--- src/rtl/db_pkg.sv ---
// Shared types and constants for the button-bounce emulator.
// Holds the FSM state encoding, LFSR polynomial and counter width.
package db_pkg;

    typedef enum logic [1:0] {
        IDLE   = 2'd0,
        BOUNCE = 2'd1,
        SETTLE = 2'd2
    } state_t;

    localparam logic [15:0] LFSR_MASK    = 16'hB400;
    localparam logic [15:0] DEFAULT_SEED = 16'hACE1;
    localparam int          CNT_W        = 8;

    // One Galois step: shift right, fold the mask in on a shifted-out 1.
    function automatic logic [15:0] lfsr_step(input logic [15:0] q);
        return {1'b0, q[15:1]} ^ (q[0] ? LFSR_MASK : 16'h0000);
    endfunction

endpackage

--- src/rtl/db_lfsr16.sv ---
// Free-running 16-bit Galois LFSR (x^16+x^14+x^13+x^11+1).
// A zero seed would lock the register, so it is replaced by 1.
module db_lfsr16
    import db_pkg::*;
(
    input  logic        clk,
    input  logic        rst_n,
    input  logic [15:0] seed,
    output logic [15:0] q
);

    logic [15:0] seed_safe;

    assign seed_safe = (seed == 16'h0000) ? 16'h0001 : seed;

    // Advance one step per cycle; reload the seed on reset.
    always_ff @(posedge clk) begin
        if (!rst_n) begin
            q <= seed_safe;
        end else begin
            q <= lfsr_step(q);
        end
    end

endmodule

--- src/rtl/db_bounce_gen.sv ---
// Button-bounce emulator: turns a clean level change into a
// pseudo-random glitch burst followed by a stable settle window.
module db_bounce_gen
    import db_pkg::*;
#(
    parameter int unsigned BOUNCE_CYCLES = 8,
    parameter int unsigned SETTLE_CYCLES = 6,
    parameter logic [15:0] LFSR_SEED     = DEFAULT_SEED
) (
    input  logic clk,
    input  logic rst_n,
    input  logic en,
    input  logic level_in,
    output logic button_out,
    output logic busy,
    output logic done
);

    localparam logic [CNT_W-1:0] BOUNCE_LD = CNT_W'(BOUNCE_CYCLES - 1);
    localparam logic [CNT_W-1:0] SETTLE_LD = CNT_W'(SETTLE_CYCLES - 1);

    state_t           state;
    state_t           state_n;
    logic [CNT_W-1:0] cnt;
    logic [CNT_W-1:0] cnt_n;
    logic             target;
    logic             target_n;
    logic             cur_level;
    logic             cur_n;
    logic             btn_n;
    logic             busy_n;
    logic             done_n;
    logic [15:0]      lfsr_q;
    logic             glitch;
    logic             lfsr_unused;

    db_lfsr16 u_lfsr (
        .clk   (clk),
        .rst_n (rst_n),
        .seed  (LFSR_SEED),
        .q     (lfsr_q)
    );

    // Only the low bit drives the glitch pattern.
    assign glitch      = lfsr_q[0];
    assign lfsr_unused = ^lfsr_q[15:1];

    // State, counter and registered outputs; reset aborts any burst.
    always_ff @(posedge clk) begin
        if (!rst_n) begin
            state      <= IDLE;
            cnt        <= '0;
            target     <= 1'b0;
            cur_level  <= 1'b0;
            button_out <= 1'b0;
            busy       <= 1'b0;
            done       <= 1'b0;
        end else begin
            state      <= state_n;
            cnt        <= cnt_n;
            target     <= target_n;
            cur_level  <= cur_n;
            button_out <= btn_n;
            busy       <= busy_n;
            done       <= done_n;
        end
    end

    // Next-state and next-output logic for the bounce sequence.
    always_comb begin
        state_n  = state;
        cnt_n    = cnt;
        target_n = target;
        cur_n    = cur_level;
        btn_n    = button_out;
        busy_n   = busy;
        done_n   = 1'b0;
        unique case (state)
            IDLE: begin
                if (!en) begin
                    cur_n = level_in;
                    btn_n = level_in;
                end else if (level_in != cur_level) begin
                    // First burst cycle shows the target to force an edge.
                    target_n = level_in;
                    btn_n    = level_in;
                    cnt_n    = BOUNCE_LD;
                    state_n  = BOUNCE;
                    busy_n   = 1'b1;
                end
            end
            BOUNCE: begin
                if (cnt == '0) begin
                    btn_n   = target;
                    cnt_n   = SETTLE_LD;
                    state_n = SETTLE;
                end else begin
                    btn_n = glitch;
                    cnt_n = cnt - CNT_W'(1);
                end
            end
            SETTLE: begin
                btn_n = target;
                if (cnt == '0) begin
                    cur_n   = target;
                    state_n = IDLE;
                    busy_n  = 1'b0;
                    done_n  = 1'b1;
                end else begin
                    cnt_n = cnt - CNT_W'(1);
                end
            end
            default: begin
                state_n = IDLE;
                busy_n  = 1'b0;
            end
        endcase
    end

endmodule

--- config.mk ---
export PLATFORM = sky130hd
export DESIGN_NAME = db_bounce_gen
export DESIGN_NICKNAME = d
export VERILOG_FILES = /design/src/rtl/db_pkg.sv /design/src/rtl/db_lfsr16.sv /design/src/rtl/db_bounce_gen.sv
export SDC_FILE = /design/constraint.sdc
export NUM_CORES = 1
export LEC_CHECK = 0
export CAP_MARGIN = 10
export CORE_ASPECT_RATIO = 0.75
export CORE_MARGIN = 2
export CORE_UTILIZATION = 52
export CTS_CLUSTER_SIZE = 28
export DETAILED_ROUTE_END_ITERATION = 6
export PLACE_DENSITY = 0.73
export SLEW_MARGIN = 10
export SYNTH_ARGS = -nofsm -noshare
export SYNTH_HDL_FRONTEND = slang
export SYNTH_SLANG_ARGS = --single-unit
--- constraint.sdc ---
create_clock -name clk -period 1.9 [get_ports clk]
set_input_delay 0.285 -clock clk [delete_from_list [all_inputs] [get_ports clk]]
set_output_delay 0.285 -clock clk [all_outputs]
set_load 0.01 [all_outputs]
* Word level (Yosys, flattened, before mapping) *
Cells that the tools add are included.

operators by class
  add/subtract/negate cells = 1
  multiply operators = 0
  divide/modulo/power cells = 0
  order comparisons = 0
  eq/ne operators = 10
  shift-type cells = 0
  muxes and demuxes = 23
  bitwise gates (word level) = 2
  reductions and logical operators = 11

operators with widths
  operator                                             count
  two-way mux 8 bit                                    4
  case mux 8 bit (3 select lines)                      1
  two-way mux 16 bit                                   1
  XOR 15 x 16 -> 16 bit                                1
  inequality test 2 bit, second input constant         6
  AND reduction 4 bit                                  3
  two-way mux 1 bit                                    9
  logical NOT 8 bit                                    1
  two-way mux 2 bit                                    4
  subtractor 8 x 1 -> 8 bit, second input constant     1
  case mux 1 bit (3 select lines)                      2
  case mux 2 bit (3 select lines)                      1
  AND reduction 3 bit                                  2
  AND reduction 2 bit                                  2
  inequality test 3 bit, second input constant         1
  nonzero test 3 bit                                   1
  equality test 2 x 1 -> 1 bit, second input constant  1
  equality test 2 bit, second input constant           1
  logical NOT 2 bit                                    1
  case mux 1 bit (2 select lines)                      1
  nonzero test 2 bit                                   1
  inequality test 1 bit                                1
  inverter 1 bit                                       1

word-level totals
  register bits after elaboration = 31
  bits in latches = 0
  RAM bits = 0
  memory bits (read-only) = 0
  input bits = 4
  output and inout port bits = 3
  logic and storage cells = 55
  memories = 0

* Longest topological paths before layout *
Gate-level depths: netlist of run 1.

  word-level depth = 4
  mapped depth = 7
  depth with buffers taken out = 6

* Cells and area by module *
Synthesis of run 1 repeated with hierarchy kept, for this count alone.

second synthesis, totals
  cells, all modules = 172
  area, all modules = 1,596.5 um^2

modules (own cells, without submodules)
  module         times used  cells each  area each (um^2)  sequential area each (um^2)
  db_bounce_gen  1           125         1,001.0           300.3
  db_lfsr16      1           47          595.6             320.3

* Worst setup path before layout of run 1 *
No wires, ideal clock.

  path kind = reg-to-reg
  from = register state[0]
  to = register cnt[5]
  library setup time = 0.072 ns
  arrival time = 1.764 ns
  required time = 1.828 ns
  slack = 0.064 ns
  cell stages (with the launch flop) = 8
  buffers on the path = 1
  period minus slack after synthesis = 1.836 ns
  cell sequence = dfxtp_1 -> inv_1 -> ha_1 -> clkbuf_1 -> inv_1 -> a2bb2oi_2 -> or4_1 -> a21oi_1

between the ends
  cells in the longest elaborated chain, start to end = 3
  elaborated cells between the ends (all ways) = 9
  those cells by class = 5 x eq/ne; 1 x mux; 3 x reduce/logical

ends and longest elaborated chain
  what                                                                                 RTL line             text
  start, declared                                                                      db_bounce_gen.sv:22  state_t state;
  start signal, assigned                                                               db_bounce_gen.sv:59  state <= state_n;
  equality test 2 bit (tied with other cells)                                          db_bounce_gen.sv:78  unique case (state)
  inequality test 2 bit (no source line) / nonzero test 3 bit (equally long branches)  n/a
  AND reduction 4 bit (no source line)                                                 n/a
  end signal, assigned                                                                 db_bounce_gen.sv:60  cnt <= cnt_n;
  end, declared                                                                        db_bounce_gen.sv:24  logic [CNT_W-1:0] cnt;

Several ways; a longest one is shown, not always the timed one.
A chain may end at the register's enable or synchronous reset.

* Final worst setup path of run 1 *
  from = register state[1]
  to = register cnt[6]

The elaborated chain is that of the path after synthesis.

==> results of run 1 <==
worst min-delay path by stage:
stage                       startpoint                 endpoint  slack (ns)  depth (start not counted)
3_3_place_gp    u_lfsr.q[8]$_SDFF_PN0_   u_lfsr.q[7]$_SDFF_PN1_        0.39                          1
4_1_cts        u_lfsr.q[12]$_SDFF_PN0_  u_lfsr.q[11]$_SDFF_PN1_        0.41                          1
6_report        u_lfsr.q[8]$_SDFF_PN0_   u_lfsr.q[7]$_SDFF_PN1_        0.41                          1
5_1_grt         u_lfsr.q[7]$_SDFF_PN1_   u_lfsr.q[6]$_SDFF_PN1_        0.44                          1
2_1_floorplan                    rst_n  u_lfsr.q[11]$_SDFF_PN1_        0.36                          1
3_5_place_dp   u_lfsr.q[12]$_SDFF_PN0_  u_lfsr.q[11]$_SDFF_PN1_        0.39                          1
layout make-up:
class | count | share of cell area, %
multi-input cells | 113 | 45.3
flip-flops and latches | 31 | 35.1
repair buffers | 19 | 8.89
clock buffers | 6 | 4.65
well taps | 36 | 2.54
clock inverters | 2 | 1.97
inverters | 7 | 1.48
synthesized netlist by cell type (2+ instances only):
master / instances
nand3_1: 2
or3_1: 2
o22ai_1: 2
nor3b_1: 2
o21ai_0: 8
nor2_1: 9
a31oi_1: 2
clkbuf_1: 6
o211ai_1: 2
nor3_1: 5
ha_1: 4
xnor2_1: 4
buf_2: 2
inv_1: 7
dfxtp_1: 31
and2_1: 9
and3_1: 3
nand2b_1: 7
or4_1: 4
nand2_1: 9
a21boi_0: 5
o21bai_1: 2
o31ai_1: 3
or3b_2: 2
a21oi_1: 14
metal layers:
metal | vias to the layer above | global-route usage (%) | share of wire [%]
met2 | 25 | 32.8 | 47
met4 | 0 | 9.57 | 1.6
met1 | 607 | 28.9 | 47
li1 | 604 | - | -
met5 | - | 0 | 0
met3 | 6 | 6.47 | 3.8
timing repair:
action / in CTS / in global routing
gates resized for setup: 3 / 13
pin swaps: 1 / 3
endpoints found under the hold margin: 0 / 0
hold buffers: 0 / 0
setup buffers: 0 / 0
setup endpoints to repair: 4 / 12
critical path, cell delays in order (launching register included):
cell and delay (ns):
dfxtp_1 0.38, inv_1 0.11, ha_4 0.32, inv_1 0.09, a2bb2oi_2 0.18, or4_1 0.54, a21oi_2 0.14
power by group through the flow:
stage	Sequential, mW	Clock [mW]	Combinational [mW]
after floorplan	0.959	0	1.20
after global placement	0.979	0	1.70
after detailed placement	0.987	0	1.76
after CTS	0.980	0.675	1.77
after global routing	1.01	0.704	2.17
final	0.990	0.666	1.98
sequential cells by signal, indices dropped and copies added, names as in the netlist:
register and flops:
done 1, busy 1, target 1, state 2
cnt 8, button_out 1, u_lfsr.q 16, cur_level 1
stage by stage:
step           instances  power (mW)
5_1_grt              214        3.89
6_report             214        3.63
4_1_cts              214        3.43
3_5_place_dp         206        2.75
2_1_floorplan        159        2.16
3_3_place_gp         206        2.68
kinds of logic (layout without fill, tap and decap cells):
logic type | count (synthesis) | in the layout | synth area share (%)
AND/OR/NAND/NOR | 57 | 57 | 23.6
AO/OA/AOI/OAI | 47 | 47 | 21.9
flip-flops | 31 | 31 | 43.4
buffers and inverters | 15 | 34 | 4.11
XOR/XNOR | 5 | 5 | 3.58
adder cells (fa/ha/maj) | 4 | 4 | 3.50
==> metrics.cfg, run 1 <==
[floorplan]
dieArea_um2=3190
initial_core_util_pct=54.6
rows=16
die_h_um=49.4
io_pins=7
core_area_um2=2620
die_width_um=64.6

[cts]
cts.path.max_buffers=2
htreeDepth=2
cts_buffers=5
cts_root_buffer=clkbuf_8
cts_tree=done
cts.reportedPaths.clkPinSlew_ns=0.07
clock_latency_ns=0.28
cts_num_sinks=31

[timing]
tightest_slew_ns=0.511
finalSetupViolCount=0
layout_setup_ws_ns=0.0730
post-route-min-period_ns=1.83
hold_slack_ns=0.406
skew_ns=0.0108
fmax_mhz=547
setup_tns_ns=0
rsz0062_at_grt=false
timing.final.crit_share_pct=96.2
final-max-slew-violation-count=0
hold_viol=0
maxSlewHeadroom_pct=65.7

[setup_path]
endpoint=cnt[6]$_SDFFE_PN0P_
cp.arrival_ns=2.05
end_kind=register
critPathLaunch=state[1]$_SDFFE_PN0P_
rrSetupSlack_ns=0.07
worstSetupStartpointType=register
critPathMaxFanout=7
r2r_start=state[1]$_SDFFE_PN0P_
critPathKind=register to register
ff2ff_path_depth=6
worstReg2RegEnd=cnt[6]$_SDFFE_PN0P_
cp_data_required_time_ns=2.12

[routing]
drc=0
drt_iter0_markers=77
routed_via_density=5.80
final_antenna_net_count=0
drtPass1Iterations=4
wire_per_inst_um=14.8
vias=1242
wl_mm=3.17

[worst_hold_path]
hold_class=register to register

[power]
switchingPower_mw=1.46
intPower_mw=2.17
peakVddDrop_mv=1.24
clkPwrFrac_pct=18.3
power_frac_comb_pct=54.4
share_seq_of_total_power_pct=27.3
switching_share_pct=40.3
power.leakage_nw=0.697
power_density_nw_per_um2=2050

[final_layout]
layout.cells.most_common_list=dfxtp_1, buf_4, a21oi_1
drive_gt1_share_pct=21.9
final_nets=185
layout_commonest_cell=dfxtp_1
diodes=0
final_cell_area_um2=1770
nFillCells=216
postLayoutCoreUtil_pct=67.7
area_delta_synth_final_pct=24.0
multiInputGateArea_um2=805
seqCellArea_um2=623

[grt]
gr-total-overflow=0
grt_pass1_wl_mm=5.24
grt_pass1_vias=1153
grt_start_max_net_pins=24
antenna_found_initial=0
track_usage_pct=21.8

[logic_synthesis]
synth.top_cell.area_share_pct=43.4
synth_area_um2=1430
yosys_register_bits=31
ys_top_cells_by_area=dfxtp_1, a21oi_1, and2_1
ys_seq_area_share_pct=43.4
ys_warn_count=0
syn_area_per_cell_um2=9.00
syn-instance-count=159
synth_edf_count=0
synth_top_area_cell=dfxtp_1
synth.distinct_cells=38
synth-async-reset-ratio_pct=0
synth_nets=167
synth_flop_cell=dfxtp_1

[place]
place_area_um2=1600
hpwl_mm=2.15
portBuffers=6
dp_slack_ns=-0.0861
place_congestion=0.848

[run_status]
outcome=finished clean

[run]
drv_cap=0

No activity file was read; power rests on OpenSTA's default activity.
==> run 2, diff against run 1 <==
--- a/config.mk
+++ b/config.mk
@@ -8,10 +8,10 @@
 export CAP_MARGIN = 10
 export CORE_ASPECT_RATIO = 0.75
 export CORE_MARGIN = 2
-export CORE_UTILIZATION = 52
+export CORE_UTILIZATION = 60
 export CTS_CLUSTER_SIZE = 28
 export DETAILED_ROUTE_END_ITERATION = 6
-export PLACE_DENSITY = 0.73
+export PLACE_DENSITY = 0.79
 export SLEW_MARGIN = 10
 export SYNTH_ARGS = -nofsm -noshare
 export SYNTH_HDL_FRONTEND = slang
==> constraint.sdc (replaced) <==
create_clock -name clk -period 2.31 [get_ports clk]
set_input_delay 0.3465 -clock clk [delete_from_list [all_inputs] [get_ports clk]]
set_output_delay 0.3465 -clock clk [all_outputs]
set_load 0.01 [all_outputs]
==> metrics.cfg, run 2 (synthesis gave the netlist of run 1 again) <==
[final_layout]
layout_commonest_cell=dfxtp_1
largest_register_ffs=16  ; unchanged
final_nets=175  ; -5.4%
diodes=0  ; unchanged
nFillCells=174  ; -19%
area_delta_synth_final_pct=12.5
layout.cells.most_common_list=dfxtp_1, a21oi_1, and2_1, nor2_1, nand2_1
regMostFlops=u_lfsr.q
top_regs=u_lfsr.q (16), cnt (8), state (2)
drive_gt1_share_pct=10.1  ; -12 points

[power]
peakVddDrop_mv=0.906  ; -27%
power.leakage_nw=0.632  ; -9.3%
power_density_nw_per_um2=1600  ; -22%

[grt]
track_usage_pct=25.3  ; +3.5 points
grt_pass1_wl_mm=4.95  ; -5.4%
grt_start_max_net_pins=24  ; unchanged
antenna_found_initial=0  ; unchanged
gr-total-overflow=0  ; unchanged
grt_pass1_vias=1114  ; -3.4%

[cts]
cts.path.max_buffers=2  ; unchanged
cts_root_buffer=clkbuf_4
cts.reportedPaths.clkPinSlew_ns=0.10  ; +0.03 ns
clock_latency_ns=0.36  ; +0.08 ns
cts-hold-fix-buffers=0  ; unchanged
cts_tree=done
cts_resized=0  ; -3
post_cts.repair.setup_buffers=0  ; unchanged
cts_num_sinks=31  ; unchanged
cts_buffers=5  ; unchanged
htreeDepth=2  ; unchanged

[routing]
met2_length_mm=1.37  ; -8.7%
vias=1183  ; -4.8%
wl_mm=2.94  ; -7.4%
drc=0  ; unchanged
drt_iter0_markers=45  ; -42%
final_antenna_net_count=0  ; unchanged
wl_met1_mm=1.29  ; -14%
drtPass1Iterations=4  ; unchanged
wl_met3_um=203  ; +71%
routed_via_density=5.86  ; +0.91%
wire_per_inst_um=14.5  ; -1.8%
top_layer=met4

[timing]
timing.final.crit_share_pct=86.0  ; -10 points
finalSetupViolCount=0  ; unchanged
fmax_mhz=503  ; -8.0%
skew_ns=0.0187  ; +0.00798 ns
rsz0062_at_grt=false
tightest_slew_ns=0.538  ; +0.0269 ns
final-max-slew-violation-count=0  ; unchanged
hold_slack_ns=0.417  ; +0.0110 ns
setup_tns_ns=0  ; unchanged
post-route-min-period_ns=1.99  ; +0.160 ns
maxSlewHeadroom_pct=63.7  ; -2.0 points
hold_viol=0  ; unchanged

[setup_path]
slowest_delay_ns=0.51  ; -0.03 ns
crit_buf_inv=2  ; unchanged
crit_chain=inv_1, ha_1, nor3b_1, buf_4, and3_1, o21ai_0, a2111oi_0
cp_data_required_time_ns=2.50  ; +0.38 ns
cp.arrival_ns=2.18  ; +0.13 ns
crit_family=compound AO/OA/AOI/OAI gates
end_kind=register
worstSetupStartpointType=register
slowest_stage=a2111oi_0
critPathMaxFanout=11  ; +4
critPathKind=register to register
rrSetupSlack_ns=0.32  ; +0.25 ns

[floorplan]
core_area_um2=2270  ; -13%
io_pins=7  ; unchanged
rows=15  ; -1
initial_core_util_pct=63.0  ; +8.5 points
die_h_um=46.3  ; -6.3%
die_width_um=60.4  ; -6.5%
dieArea_um2=2800  ; -12%

[run_status]
outcome=finished clean

[worst_hold_path]
hold_class=register to register

[place]
portBuffers=6  ; unchanged
hpwl_mm=2.12  ; -1.7%
place_congestion=0.860  ; +1.4%

[run]
drv_cap=0  ; unchanged

==> run 2: changes by cell type in the layout (fill, tap and decap cells not counted), sizes merged <==
cell,delta
buf,-10
==> run 2: worst paths after layout <==
| check | end | start | depth (start not counted) |
|---|---|---|---|
| setup / recovery | button_out$_SDFFE_PN0P_ | cnt[0]$_SDFFE_PN0P_ | 7 |
| hold / removal | u_lfsr.q[7]$_SDFF_PN1_ | u_lfsr.q[8]$_SDFF_PN0_ | 1 |
| setup reg to reg | button_out$_SDFFE_PN0P_ | cnt[0]$_SDFFE_PN0P_ | 7 |
| hold reg to reg | u_lfsr.q[7]$_SDFF_PN1_ | u_lfsr.q[8]$_SDFF_PN0_ | 1 |
==> run 2: layer usage <==
metal / vias to the layer above / track usage, %
li1: 585 / -
met1: 544 / 31.0
met2: 46 / 38.3
met3: 8 / 8.43
met4: 0 / 16.0
met5: - / 0
==> run 2: layout make-up <==
type / instances / area [um2] / share of cell area [%]
multi-input combinational: 113 / 752 / 46.7
sequential: 31 / 621 / 38.5
timing repair buffer: 9 / 82.6 / 5.13
clock buffer: 6 / 51.3 / 3.19
tap: 34 / 42.5 / 2.64
clock inverter: 2 / 35.0 / 2.18
inverter: 7 / 26.3 / 1.63
==> run 2: per-stage QoR <==
stage               worst slack, ns  std cells  instance area [um2]  util (%)  total power [mW]
global route                  0.113        202                 1610      70.9              2.79
finish                        0.323        202                 1610      70.9              2.58
floorplan                     0.474        159                 1430         -              1.78
CTS                           0.312        202                 1610      70.9              2.57
detailed placement            0.200        194                 1520      67.1              2.11
global placement              0.286        194                 1520      67.1              2.06
==> run 2: worst reg2reg max path, cell delays in order (launching register included) <==
cell	delay (ns)
dfxtp_1	0.34
inv_1	0.08
ha_1	0.20
nor3b_1	0.20
buf_4	0.21
and3_1	0.17
o21ai_0	0.12
a2111oi_0	0.51
==> run 2: power by group <==
group	total, mW	internal, mW	leakage, nW	switching, mW
clock	0.445	0.255	0.0482	0.190
combinational	1.34	0.567	0.327	0.770
sequential	0.800	0.665	0.256	0.135
total	2.58	1.49	0.632	1.09
==> RTL change, RTL diff (config.mk and constraints of run 1) <==
Encoding of `state_t`: now one-hot (3 bits for 3 states).
--- a/src/rtl/db_pkg.sv
+++ b/src/rtl/db_pkg.sv
@@ -2,10 +2,10 @@
 // Holds the FSM state encoding, LFSR polynomial and counter width.
 package db_pkg;
 
-    typedef enum logic [1:0] {
-        IDLE   = 2'd0,
-        BOUNCE = 2'd1,
-        SETTLE = 2'd2
+    typedef enum logic [2:0] {
+        IDLE   = 3'b001,
+        BOUNCE = 3'b010,
+        SETTLE = 3'b100
     } state_t;
 
     localparam logic [15:0] LFSR_MASK    = 16'hB400;
Check against the original RTL: no difference found for any inputs over 10 cycles, from zero or initial values and one cycle with rst_n low; not proved beyond that.
==> RTL change against run 1 <==
- routed wire length shrank 1.4%
- the run now ends with setup timing left
- sequential cell count grew 1
- design area grew 0.49%
- synthesized area shrank 2.6%
- hold slack gained 5.7 ps
- critical endpoint is now cnt[7]$_SDFFE_PN0P_
- first-iteration DRC count grew 39%
- via count shrank 2.8%
- fmax shrank 5.9%
- critical path type unchanged
- cell count grew 3.3%
- worst setup slack lost 110 ps
Power is not compared: it rests on default switching activity, and its combinational part moved more than twofold at a synthesized area within 25%.
==> RTL change: results <==
group,metric,value,unit
status,status,"finished with violations",
status,violations,"setup timing",
cts,cts_post_setup_buffers_inserted,0,
finish,design_area,0.00178,mm²
timing,setup_viol,3,
critical_path,worst-endpoint-arrival,2230,ps
timing,totalNegativeSetupSlack,-81.9,ps
place,dp_worst_setup_slack,-344,ps
critical_path,critical_path.reg2reg.endpoint,"cnt[7]$_SDFFE_PN0P_",
place,finalWeightedCongestion,0.957,
place,dp.cells,213,
synthesis,synth.yosys.seq_area_share,46.0,%
cts,worst_skew_pair.late_latency,350,ps
global_route,grt_pass1_wl,5.24,mm
finish,largestRegisters,"u_lfsr.q x16, cnt x8, state x3",
synthesis,ys_types,41,
global_route,antenna_violations_before_repair,0,
synthesis,synthesis.area_per_instance,9.11,µm²
drt,via_density,5.46,
global_route,first_global_vias,1124,
global_route,grt_start_max_net_pins,22,
timing,worst_clock_skew,17.7,ps
critical_path,max_stage_delay,520,ps
critical_path,worstSetupStartpoint,"cnt[2]$_SDFFE_PN0P_",
global_route,groute.usage.overall,22.3,%
drt,wl,3.12,mm
place,dpl_cell_area,0.00169,mm²
drt,drt-pass1-iter-count,4,
critical_path,slowest_stage,"sky130_fd_sc_hd__or4_4",
timing,worst_margin_slew,581,ps
drt,first_iter_violations,107,
cts,cts-htree-levels,2,
cts,cts_root_buffer,"sky130_fd_sc_hd__clkbuf_4",
finish,antenna_cell_count,0,
synthesis,mappedNetlistNets,158,
synthesis,synth-async-reset-ratio,0,%
synthesis,synth.area.top_cells,"sky130_fd_sc_hd__dfxtp_1 (46%), sky130_fd_sc_hd__a21oi_1 (4.3%), sky130_fd_sc_hd__nor2_1 (3.2%)",
place,placed_wire_length_estimate_after_detailed_placement,2.15,mm
cts,cts_buffers,5,
cts,cts-root-to-sink-buffers,2,
finish,nNetsFinal,189,
timing,post-route-worst-setup-slack,-41.2,ps
cts,clkTransAtPathRegs,120,ps
finish,filler_cell_count,203,
finish,post_layout_nonfiller_instances,221,
critical_path,r2r.worst_path.cells,4,
place,buffer_ports.inserted,6,
synthesis,synth-warning-count,0,
power_and_ir_drop,vdd_drop_max,0.583,mV
synthesis,netlist_top_cells_count,"sky130_fd_sc_hd__dfxtp_1 (32), sky130_fd_sc_hd__a21oi_1 (12), sky130_fd_sc_hd__nor2_1 (12), sky130_fd_sc_hd__nand2_1 (11)",
finish,largest_register_ff_count,16,
power_and_ir_drop,switchingPower,0.473,mW
finish,drive_gt1_share,32.4,%
critical_path,worst-path-max-fanout,4,
-- RTL change: cell types whose count changed in the layout (fill, tap and decap cells not counted), moves of 3 or more --
cell | before | now
sky130_fd_sc_hd__o21ai_0 | 8 | 2
sky130_fd_sc_hd__buf_4 | 13 | 25
sky130_fd_sc_hd__clkbuf_8 | 6 | 0
sky130_fd_sc_hd__clkbuf_4 | 0 | 5
sky130_fd_sc_hd__or4b_4 | 0 | 3
sky130_fd_sc_hd__nor2_1 | 9 | 12
sky130_fd_sc_hd__a21boi_0 | 5 | 2
sky130_fd_sc_hd__o21a_1 | 0 | 3
sky130_fd_sc_hd__a21oi_1 | 12 | 9
-- RTL change: repair_timing --
action	4_1_cts	5_1_grt
pin swaps	1	1
endpoints found under the hold margin	0	0
endpoints found under the setup margin	10	8
gates resized for setup	3	6
-- RTL change: how the worst min path moves through the flow --
stage,startpoint,endpoint,slack [ps],cells past startpoint
final,u_lfsr.q[1]$_SDFF_PN0_,u_lfsr.q[0]$_SDFF_PN1_,410,1
after global routing,u_lfsr.q[1]$_SDFF_PN0_,u_lfsr.q[0]$_SDFF_PN1_,430,1
after floorplan,rst_n,u_lfsr.q[0]$_SDFF_PN1_,360,1
after CTS,u_lfsr.q[1]$_SDFF_PN0_,u_lfsr.q[0]$_SDFF_PN1_,420,1
after global placement,u_lfsr.q[1]$_SDFF_PN0_,u_lfsr.q[0]$_SDFF_PN1_,400,1
after detailed placement,u_lfsr.q[6]$_SDFF_PN1_,u_lfsr.q[5]$_SDFF_PN1_,400,1
-- RTL change: final cells by class --
class | count | area share (%)
clock inverter | 3 | 1.05
tap | 36 | 2.53
sequential | 32 | 36.2
clock buffer | 5 | 2.11
inverter | 7 | 1.47
timing repair buffer | 31 | 13.9
multi-input combinational | 107 | 42.7
-- RTL change: power groups by stage --
stage	Combinational, mW	Clock [mW]	Sequential [mW]
6_report	0.381	0.397	0.762
5_1_grt	0.419	0.430	0.770
4_1_cts	0.362	0.407	0.760
3_5_place_dp	0.352	0	0.774
3_3_place_gp	0.346	0	0.772
2_1_floorplan	0.231	0	0.768
-- RTL change: metal layers --
metal	up-vias	track usage [%]	wire [µm]
met3	5	6.00	136
met5	-	0	0
met1	564	30.7	1570
met4	0	10.9	52
li1	612	-	-
met2	26	32.3	1370
-- RTL change: logic make-up after synthesis --
family	after synthesis	synth area share, %
xor gates and xnor gates	4	2.51
buffers and inverters	14	4.13
DFF	32	46.0
muxes	1	0.718
and+or+nand+nor	67	29.1
AOI/OAI and AO/OA	34	16.7
adders and majority gates	1	0.898
